--- src/rtl/rf_access_arbiter_if.sv ---
// Requester handshake, bulk-clear control and register-file pins of rf_access_arbiter.
// The slave modport is the arbiter's view; master is the requesters/register-file side.
interface rf_access_arbiter_if #(
    parameter int unsigned WIDTH  = 16,
    parameter int unsigned ADDR_W = 4,
    parameter int unsigned NREQ   = 2
);
    logic [NREQ-1:0]        req_valid;
    logic [NREQ-1:0]        req_ready;
    logic [NREQ-1:0]        req_we;
    logic [NREQ*ADDR_W-1:0] req_addr;
    logic [NREQ*WIDTH-1:0]  req_wdata;
    logic [NREQ-1:0]        resp_valid;
    logic [WIDTH-1:0]       resp_rdata;

    logic                   clr_start;
    logic                   clr_busy;
    logic                   clr_done;

    logic                   rf_en;
    logic                   rf_r_or_w;
    logic [ADDR_W-1:0]      rf_addr;
    logic [WIDTH-1:0]       rf_wdata;
    logic [WIDTH-1:0]       rf_rdata;

    modport slave (
        input  req_valid, req_we, req_addr, req_wdata, clr_start, rf_rdata,
        output req_ready, resp_valid, resp_rdata, clr_busy, clr_done,
               rf_en, rf_r_or_w, rf_addr, rf_wdata
    );

    modport master (
        output req_valid, req_we, req_addr, req_wdata, clr_start, rf_rdata,
        input  req_ready, resp_valid, resp_rdata, clr_busy, clr_done,
               rf_en, rf_r_or_w, rf_addr, rf_wdata
    );
endinterface

--- src/rtl/rf_access_arbiter.sv ---
// Round-robin arbiter giving NREQ requesters one-at-a-time access to a single-port
// register file, with a bulk-clear sequencer that zeroes every register.
module rf_access_arbiter #(
    parameter int unsigned WIDTH   = 16,
    parameter int unsigned REG_NUM = 16,
    parameter int unsigned ADDR_W  = 4,
    parameter int unsigned NREQ    = 2
) (
    input logic                clk,
    input logic                rst,
    rf_access_arbiter_if.slave bus
);

    localparam int unsigned PtrW = (NREQ > 2) ? 2 : 1;

    typedef enum logic [1:0] {StIdle, StAccess, StResp, StClear} state_e;

    state_e            state_q, state_d;
    logic [PtrW-1:0]   rr_q, rr_d;
    logic [PtrW-1:0]   gnt_q, gnt_d;
    logic              we_q, we_d;
    logic [ADDR_W-1:0] addr_q, addr_d;
    logic [WIDTH-1:0]  wdata_q, wdata_d;
    logic [WIDTH-1:0]  rdata_q, rdata_d;
    logic [ADDR_W-1:0] cnt_q, cnt_d;
    logic              clr_done_q, clr_done_d;

    logic [PtrW-1:0]   win;
    logic              win_found;
    int                idx;
    logic              sel_we;
    logic [ADDR_W-1:0] sel_addr;
    logic [WIDTH-1:0]  sel_wdata;

    // First valid requester at or after rr_q, wrapping around.
    always_comb begin
        win       = '0;
        win_found = 1'b0;
        idx       = 0;
        for (int k = 0; k < int'(NREQ); k++) begin
            idx = int'(rr_q) + k;
            if (idx >= int'(NREQ)) idx = idx - int'(NREQ);
            if (!win_found && bus.req_valid[PtrW'(idx)]) begin
                win_found = 1'b1;
                win       = PtrW'(idx);
            end
        end
    end

    always_comb begin
        sel_we    = 1'b0;
        sel_addr  = '0;
        sel_wdata = '0;
        for (int i = 0; i < int'(NREQ); i++) begin
            if (win == PtrW'(i)) begin
                sel_we    = bus.req_we[i];
                sel_addr  = bus.req_addr[i*ADDR_W +: ADDR_W];
                sel_wdata = bus.req_wdata[i*WIDTH +: WIDTH];
            end
        end
    end

    always_comb begin
        state_d    = state_q;
        rr_d       = rr_q;
        gnt_d      = gnt_q;
        we_d       = we_q;
        addr_d     = addr_q;
        wdata_d    = wdata_q;
        rdata_d    = rdata_q;
        cnt_d      = cnt_q;
        clr_done_d = 1'b0;

        bus.req_ready  = '0;
        bus.resp_valid = '0;
        bus.clr_busy   = 1'b0;
        bus.rf_en      = 1'b0;
        bus.rf_r_or_w  = 1'b0;
        bus.rf_addr    = '0;
        bus.rf_wdata   = '0;

        unique case (state_q)
            StIdle: begin
                if (bus.clr_start) begin
                    state_d = StClear;
                    cnt_d   = '0;
                end else if (win_found && !rst) begin
                    // Grant is withheld while in reset so no handshake is silently dropped.
                    bus.req_ready = NREQ'(1) << win;
                    gnt_d         = win;
                    we_d          = sel_we;
                    addr_d        = sel_addr;
                    wdata_d       = sel_wdata;
                    state_d       = StAccess;
                end
            end
            StAccess: begin
                bus.rf_en     = 1'b1;
                bus.rf_r_or_w = we_q;
                bus.rf_addr   = addr_q;
                bus.rf_wdata  = we_q ? wdata_q : '0;
                if (!we_q) rdata_d = bus.rf_rdata;
                state_d = StResp;
            end
            StResp: begin
                bus.resp_valid = NREQ'(1) << gnt_q;
                rr_d           = (int'(gnt_q) == int'(NREQ) - 1) ? '0 : gnt_q + 1'b1;
                state_d        = StIdle;
            end
            StClear: begin
                bus.clr_busy  = 1'b1;
                bus.rf_en     = 1'b1;
                bus.rf_r_or_w = 1'b1;
                bus.rf_addr   = cnt_q;
                if (cnt_q == ADDR_W'(REG_NUM - 1)) begin
                    cnt_d      = '0;
                    clr_done_d = 1'b1;
                    state_d    = StIdle;
                end else begin
                    cnt_d = cnt_q + 1'b1;
                end
            end
            default: state_d = StIdle;
        endcase
    end

    assign bus.resp_rdata = rdata_q;
    assign bus.clr_done   = clr_done_q;

    always_ff @(posedge clk) begin
        if (rst) begin
            state_q    <= StIdle;
            rr_q       <= '0;
            gnt_q      <= '0;
            we_q       <= 1'b0;
            addr_q     <= '0;
            wdata_q    <= '0;
            rdata_q    <= '0;
            cnt_q      <= '0;
            clr_done_q <= 1'b0;
        end else begin
            state_q    <= state_d;
            rr_q       <= rr_d;
            gnt_q      <= gnt_d;
            we_q       <= we_d;
            addr_q     <= addr_d;
            wdata_q    <= wdata_d;
            rdata_q    <= rdata_d;
            cnt_q      <= cnt_d;
            clr_done_q <= clr_done_d;
        end
    end

endmodule

--- src/flat_wrapper.sv ---
// flat-port wrapper written by rule: the top's interface ports become plain ports
module rf_access_arbiter_flat 
#(
    parameter int unsigned WIDTH   = 16,
    parameter int unsigned REG_NUM = 16,
    parameter int unsigned ADDR_W  = 4,
    parameter int unsigned NREQ    = 2
)
  (clk, rst, bus_req_valid, bus_req_we, bus_req_addr, bus_req_wdata, bus_clr_start, bus_rf_rdata, bus_req_ready, bus_resp_valid, bus_resp_rdata, bus_clr_busy, bus_clr_done, bus_rf_en, bus_rf_r_or_w, bus_rf_addr, bus_rf_wdata);
  rf_access_arbiter_if #(.WIDTH(WIDTH), .ADDR_W(ADDR_W), .NREQ(NREQ)) bus_i ();
  input logic clk;
  input logic rst;
  input wire logic [$bits(bus_i.req_valid)-1:0] bus_req_valid;
  input wire logic [$bits(bus_i.req_we)-1:0] bus_req_we;
  input wire logic [$bits(bus_i.req_addr)-1:0] bus_req_addr;
  input wire logic [$bits(bus_i.req_wdata)-1:0] bus_req_wdata;
  input wire logic [$bits(bus_i.clr_start)-1:0] bus_clr_start;
  input wire logic [$bits(bus_i.rf_rdata)-1:0] bus_rf_rdata;
  output wire logic [$bits(bus_i.req_ready)-1:0] bus_req_ready;
  output wire logic [$bits(bus_i.resp_valid)-1:0] bus_resp_valid;
  output wire logic [$bits(bus_i.resp_rdata)-1:0] bus_resp_rdata;
  output wire logic [$bits(bus_i.clr_busy)-1:0] bus_clr_busy;
  output wire logic [$bits(bus_i.clr_done)-1:0] bus_clr_done;
  output wire logic [$bits(bus_i.rf_en)-1:0] bus_rf_en;
  output wire logic [$bits(bus_i.rf_r_or_w)-1:0] bus_rf_r_or_w;
  output wire logic [$bits(bus_i.rf_addr)-1:0] bus_rf_addr;
  output wire logic [$bits(bus_i.rf_wdata)-1:0] bus_rf_wdata;
  assign bus_i.req_valid = bus_req_valid;
  assign bus_i.req_we = bus_req_we;
  assign bus_i.req_addr = bus_req_addr;
  assign bus_i.req_wdata = bus_req_wdata;
  assign bus_i.clr_start = bus_clr_start;
  assign bus_i.rf_rdata = bus_rf_rdata;
  assign bus_req_ready = bus_i.req_ready;
  assign bus_resp_valid = bus_i.resp_valid;
  assign bus_resp_rdata = bus_i.resp_rdata;
  assign bus_clr_busy = bus_i.clr_busy;
  assign bus_clr_done = bus_i.clr_done;
  assign bus_rf_en = bus_i.rf_en;
  assign bus_rf_r_or_w = bus_i.rf_r_or_w;
  assign bus_rf_addr = bus_i.rf_addr;
  assign bus_rf_wdata = bus_i.rf_wdata;
  rf_access_arbiter #(.WIDTH(WIDTH), .REG_NUM(REG_NUM), .ADDR_W(ADDR_W), .NREQ(NREQ)) u_core (.clk(clk), .rst(rst), .bus(bus_i));
endmodule
--- config.mk ---
export PLATFORM = sky130hd
export DESIGN_NAME = rf_access_arbiter_flat
export DESIGN_NICKNAME = d
export VERILOG_FILES = /design/src/rtl/rf_access_arbiter_if.sv /design/src/rtl/rf_access_arbiter.sv /design/src/flat_wrapper.sv
export SDC_FILE = /design/constraint.sdc
export NUM_CORES = 1
export LEC_CHECK = 0
export ABC_AREA = 1
export CAP_MARGIN = 20
export CORE_ASPECT_RATIO = 1.1
export CORE_UTILIZATION = 40
export CTS_BUF_LIST = sky130_fd_sc_hd__clkbuf_4 sky130_fd_sc_hd__clkbuf_8 sky130_fd_sc_hd__clkbuf_16
export DETAILED_ROUTE_END_ITERATION = 8
export PLACE_DENSITY = 0.89
export SKIP_CTS_REPAIR_TIMING = 1
export SLEW_MARGIN = 20
export SYNTH_ARGS = -nofsm -noshare
export SYNTH_HDL_FRONTEND = slang
export SYNTH_SLANG_ARGS = --single-unit
--- constraint.sdc ---
create_clock -name clk -period 1.4 [get_ports clk]
set_input_delay 0.28 -clock clk [delete_from_list [all_inputs] [get_ports clk]]
set_output_delay 0.28 -clock clk [all_outputs]
set_load 0.01 [all_outputs]
# == After elaboration in Yosys (flattened, before gate mapping) ==
# Index checks and enable logic that the tools add are counted.
# totals
n_memories,0
in_bits,63
mem_bits_ro,0
ramBits,0
output_inout_bits,44
latch_bits,0
register_bits,46
# op_classes
eq_ne,7
n_reduce_logical,12
n_mul,0
shift,2
bitwise_logic,3
magnitude_cmp,4
add_sub_neg,5
div_mod_pow,0
muxes,32
# ops
cell,count
16-bit two-way mux,3
4-bit one-hot mux with 2 select lines,2
1-bit two-way mux,15
2-bit two-way mux,7
4-bit two-way mux,3
2-bit one-hot mux with 4 select lines,1
"1-bit by 3-bit less-than comparator with 1-bit output, second input constant",2
2-bit AND reduction,3
"4-bit by 1-bit adder with 4-bit output, second input constant",1
"2-bit == test, second input constant",2
"4-bit == test, second input constant",1
2-bit OR reduction,2
"1-bit by 1-bit << shifter with 2-bit output, first input constant",2
"3-bit by 2-bit inequality test with 1-bit output, second input constant",1
1-bit inverter,3
3-bit AND reduction,1
"1-bit by 1-bit adder with 2-bit output, second input constant",1
"2-bit by 1-bit == test with 1-bit output, second input constant",1
"1-bit by 2-bit greater-or-equal comparator with 1-bit output, second input constant",1
"2-bit greater-or-equal comparator, second input constant",1
1-bit logical AND,2
1-bit zero test,2
2-bit zero test,1
"2-bit by 1-bit inequality test with 1-bit output, second input constant",1
other kinds (5),6

# == Depth between registers and ports, before layout ==
# logic_depth
ltp_word,13
depth_mapped,7
ltp_nobuf,6

# == Worst setup path before layout ==
# No wires, ideal clock.
# synth_path
path_type,register to output
from,reg u_core.state_q[0]
to,out bus_rf_wdata[10]
n_path_buf,1
required_ns,1.120
slack_ns,0.039
arrival_time_ns,1.081
path_stages_with_launch,6
path_cell_list,dfxtp_1 > inv_2 > nor2_2 > inv_2 > clkbuf_1 > nor2_1
# synth_via
elab_chain_cells,2
# synth_rtl
element,line_no,text
from (decl),rf_access_arbiter.sv:18,"state_e state_q, state_d;"
from (signal assigned),rf_access_arbiter.sv:132,state_q <= StIdle;
from (signal assigned),rf_access_arbiter.sv:142,state_q <= state_d;
2-bit by 1-bit == test with 1-bit output,rf_access_arbiter.sv:82,unique case (state_q)
16-bit two-way mux,rf_access_arbiter.sv:82,
to (decl),flat_wrapper.sv:27,output wire logic [$bits(bus_i.rf_wdata)-1:0] bus_rf_wdata;
# No other way between the ends.

# == Worst setup path in the final report ==
# layout_path
from,reg u_core.state_q[0]
to,out bus_rf_wdata[9]
# The elaborated chain is that of the path after synthesis.

==> run summary <==
outcome -> finished, violations left
violated checks -> setup timing
max-slew violations -> 0
Main synth FF type -> dfxtp_1
Crit path buffers/inverters -> 3
DP Area -> 3417 sq um
Detail Route Antenna Nets -> 0
# Max-Cap Violations -> 0
Final WS setup -> -0.1696 ns
min Tclk post-route -> 1.570 ns
CP delay by family, top -> flip-flops
Area growth syn-to-layout -> 65.37%
routability cong. -> 0.7932
total chip power -> 3.197 mW
WHS -> 0.2438 ns
initial antenna violation count -> 0
IR drop worst, VDD -> 0.5186 mV
Layout Cells excl Fill -> 530
TNS Setup -> -3.067 ns
post-synthesis xor/xnor area fraction -> 0%
final wirelength -> 6647 microns
slowest cell on the critical path -> dfxtp_4
first-pass GRT wire length -> 10290 microns
DIE HEIGHT -> 79.47 microns
Crit path largest cell delay -> 0.39 ns
synthesized-area fraction occupied by adder cells -> 0.5734%
routed vias -> 2584
Synth Area in Compound Gates -> 12.61%
area of the multi-input gates -> 1160 sq um
largest net degree at the start of global routing -> 28
Peak Freq -> 0.6371 GHz
Post-synth EDFFs -> 0
sequential area share after synthesis -> 42.20%
number of global-route vias before repair -> 2326
Seq. cell area -> 928.4 sq um
Slew headroom -> 79.33%
crit end category -> output pin
CORE AREA -> 5135 sq um
mux cell area share after synthesis -> 0%
CTS Buf Count -> 5
Cells after Synth -> 339
DRT Pass-1 Iters -> 5
largest fanout on the critical path -> 17
clk_lat worst skew -> 0.30 ns
placed insts -> 522
CP required -> 1.12 ns
Avg WL per Cell -> 12.54 microns
clk sink count -> 46
Filler cells -> 419
Leakage -> 1.947 nW
post-synth top area share -> 42.20%
Power Density -> 886.0 nW/um^2
list of most frequent post-synthesis cells -> nand2_1 (117), nor2_1 (57), dfxtp_1 (46)
Core Util, Final -> 70.27%
flops & latches, synth -> 46
library cells used by synthesis -> 24
critical path type -> reg2out
Die W -> 72.42 microns
grt total ovfl -> 0
count of endpoints failing setup in the final report -> 25
# H-tree levels -> 2
final setup skew -> 0.004912 ns
Slew @ Worst Pin -> 0.3101 ns
CTS tree -> yes
n_diodes -> 0
final period utilization -> 112.1%
CTS Root Cell -> clkbuf_8
Rows -> 27
ratio of cells with drive above 1 in the final layout -> 15.50%
largest family of logic cells by synthesized area -> simple AND/OR/NAND/NOR gates
hold crit path type -> in2reg
CP startpoint kind -> register
syn nets -> 403
synthesized area per cell -> 6.437 sq um
Buffers on Ports -> 105
top cells by area, synth -> dfxtp_1 (42%), nand2_1 (20%), nor2_1 (9.8%), a21oi_1 (6.2%), nand3_1 (5.7%)
Mapped Area -> 2182 sq um
Synth async-reset ratio -> 0%
leading area contributor after synthesis -> dfxtp_1
Via density -> 4.875
I/O Pins -> 107
DRC viols -> 0
Initial Utilization -> 42.50%
Setup WS pre-CTS -> -0.5881 ns
RSZ-0062 raised after global routing -> true
Clock transition at path regs -> 0.08 ns
YS warnings -> 0
Final Hold Viols -> 0
die area -> 5755 sq um
critical path, cell by cell -> inv_4, nor2_4, inv_4, nor2_1, dlymetal6s2s_1
CTS Buffer Depth -> 2
GRT Overall Usage -> 22.95%
library cell with the highest instance count after synthesis -> nand2_1
post-synthesis simple-gate area fraction -> 37.56%
Detailed Route Iter0 Violations -> 151
Post-Layout Inst Area -> 3608 sq um
Data arrival, critical path -> 1.29 ns
dpl hpwl -> 4665 microns
Nets -> 521
crit-path most repeated cell -> inv_4
state kept, by name (all words and copies together), names as in the netlist:
register,cells
u_core.addr_q,4
u_core.state_q,2
u_core.gnt_q,1
u_core.rr_q,1
u_core.bus.clr_done,1
u_core.wdata_q,16
u_core.bus.resp_rdata,16
u_core.we_q,1
u_core.cnt_q,4
where the power goes:
part	internal [mW]	switching (mW)	total, mW
Combinational	0.406	0.388	0.794
Clock	0.525	0.435	0.960
Sequential	1.39	0.0497	1.44
Total	2.32	0.873	3.20
cell families (layout without fill, tap and decap cells):
| family | after synthesis | count (layout) |
|---|---|---|
| AOI/OAI and AO/OA | 53 | 53 |
| adders and majority gates | 1 | 1 |
| buffers and inverters | 34 | 153 |
| DFF | 46 | 46 |
| and+or+nand+nor | 205 | 205 |
cell usage in the layout, fill, tap and decap left out, types with 5 or more instances in the layout:
cell / synthesis / layout
clkdlybuf4s50_1: 0 / 58
buf_4: 1 / 23
a21oi_1: 27 / 26
clkbuf_8: 0 / 5
nor2_1: 57 / 52
inv_1: 8 / 8
nand2_1: 117 / 114
buf_2: 6 / 6
o21ai_0: 22 / 18
dlymetal6s2s_1: 0 / 31
clkbuf_2: 0 / 9
dfxtp_1: 46 / 44
nand3_1: 25 / 25
path summary, 6_finish.rpt:
kind | startpoint | endpoint | slack [ns] | cells after the start
worst max-delay path | u_core.state_q[0]$_SDFFE_PP0P_ | bus_rf_wdata[9] | -0.17 | 5
worst min-delay path | rst | u_core.rr_q$_SDFFE_PP0N_ | 0.24 | 2
worst max register to register | u_core.state_q[0]$_SDFFE_PP0P_ | u_core.cnt_q[0]$_SDFFE_PP0P_ | 0.13 | 8
worst min register to register | u_core.wdata_q[1]$_SDFFE_PP0P_ | u_core.wdata_q[1]$_SDFFE_PP0P_ | 0.47 | 2
per-layer routing:
metal / wire, microns / vias up / global-route usage, %
met5: 0 / - / 0
met4: 202 / 0 / 12.55
met3: 474 / 17 / 4.293
met2: 3327 / 116 / 40.09
met1: 2642 / 1138 / 26.08
li1: - / 1313 / -
worst reg2reg max path, stage by stage (launching register included):
cell	delay (ns)
dfxtp_4	0.37
nand2_2	0.13
inv_2	0.05
buf_4	0.13
buf_4	0.14
nand2_1	0.11
inv_1	0.06
o21ai_1	0.13
nor2_1	0.05
area by class of cell:
| type | instances | share of cell area (%) |
|---|---|---|
| Clock buffer | 5 | 1.907 |
| Clock inverter | 3 | 1.110 |
| Inverter | 14 | 1.664 |
| Multi-Input combinational cell | 259 | 32.14 |
| Sequential cell | 46 | 25.73 |
| Tap cell | 72 | 2.497 |
| Timing Repair Buffer | 131 | 34.95 |
Note: power is estimated with default switching activity, not from simulation.
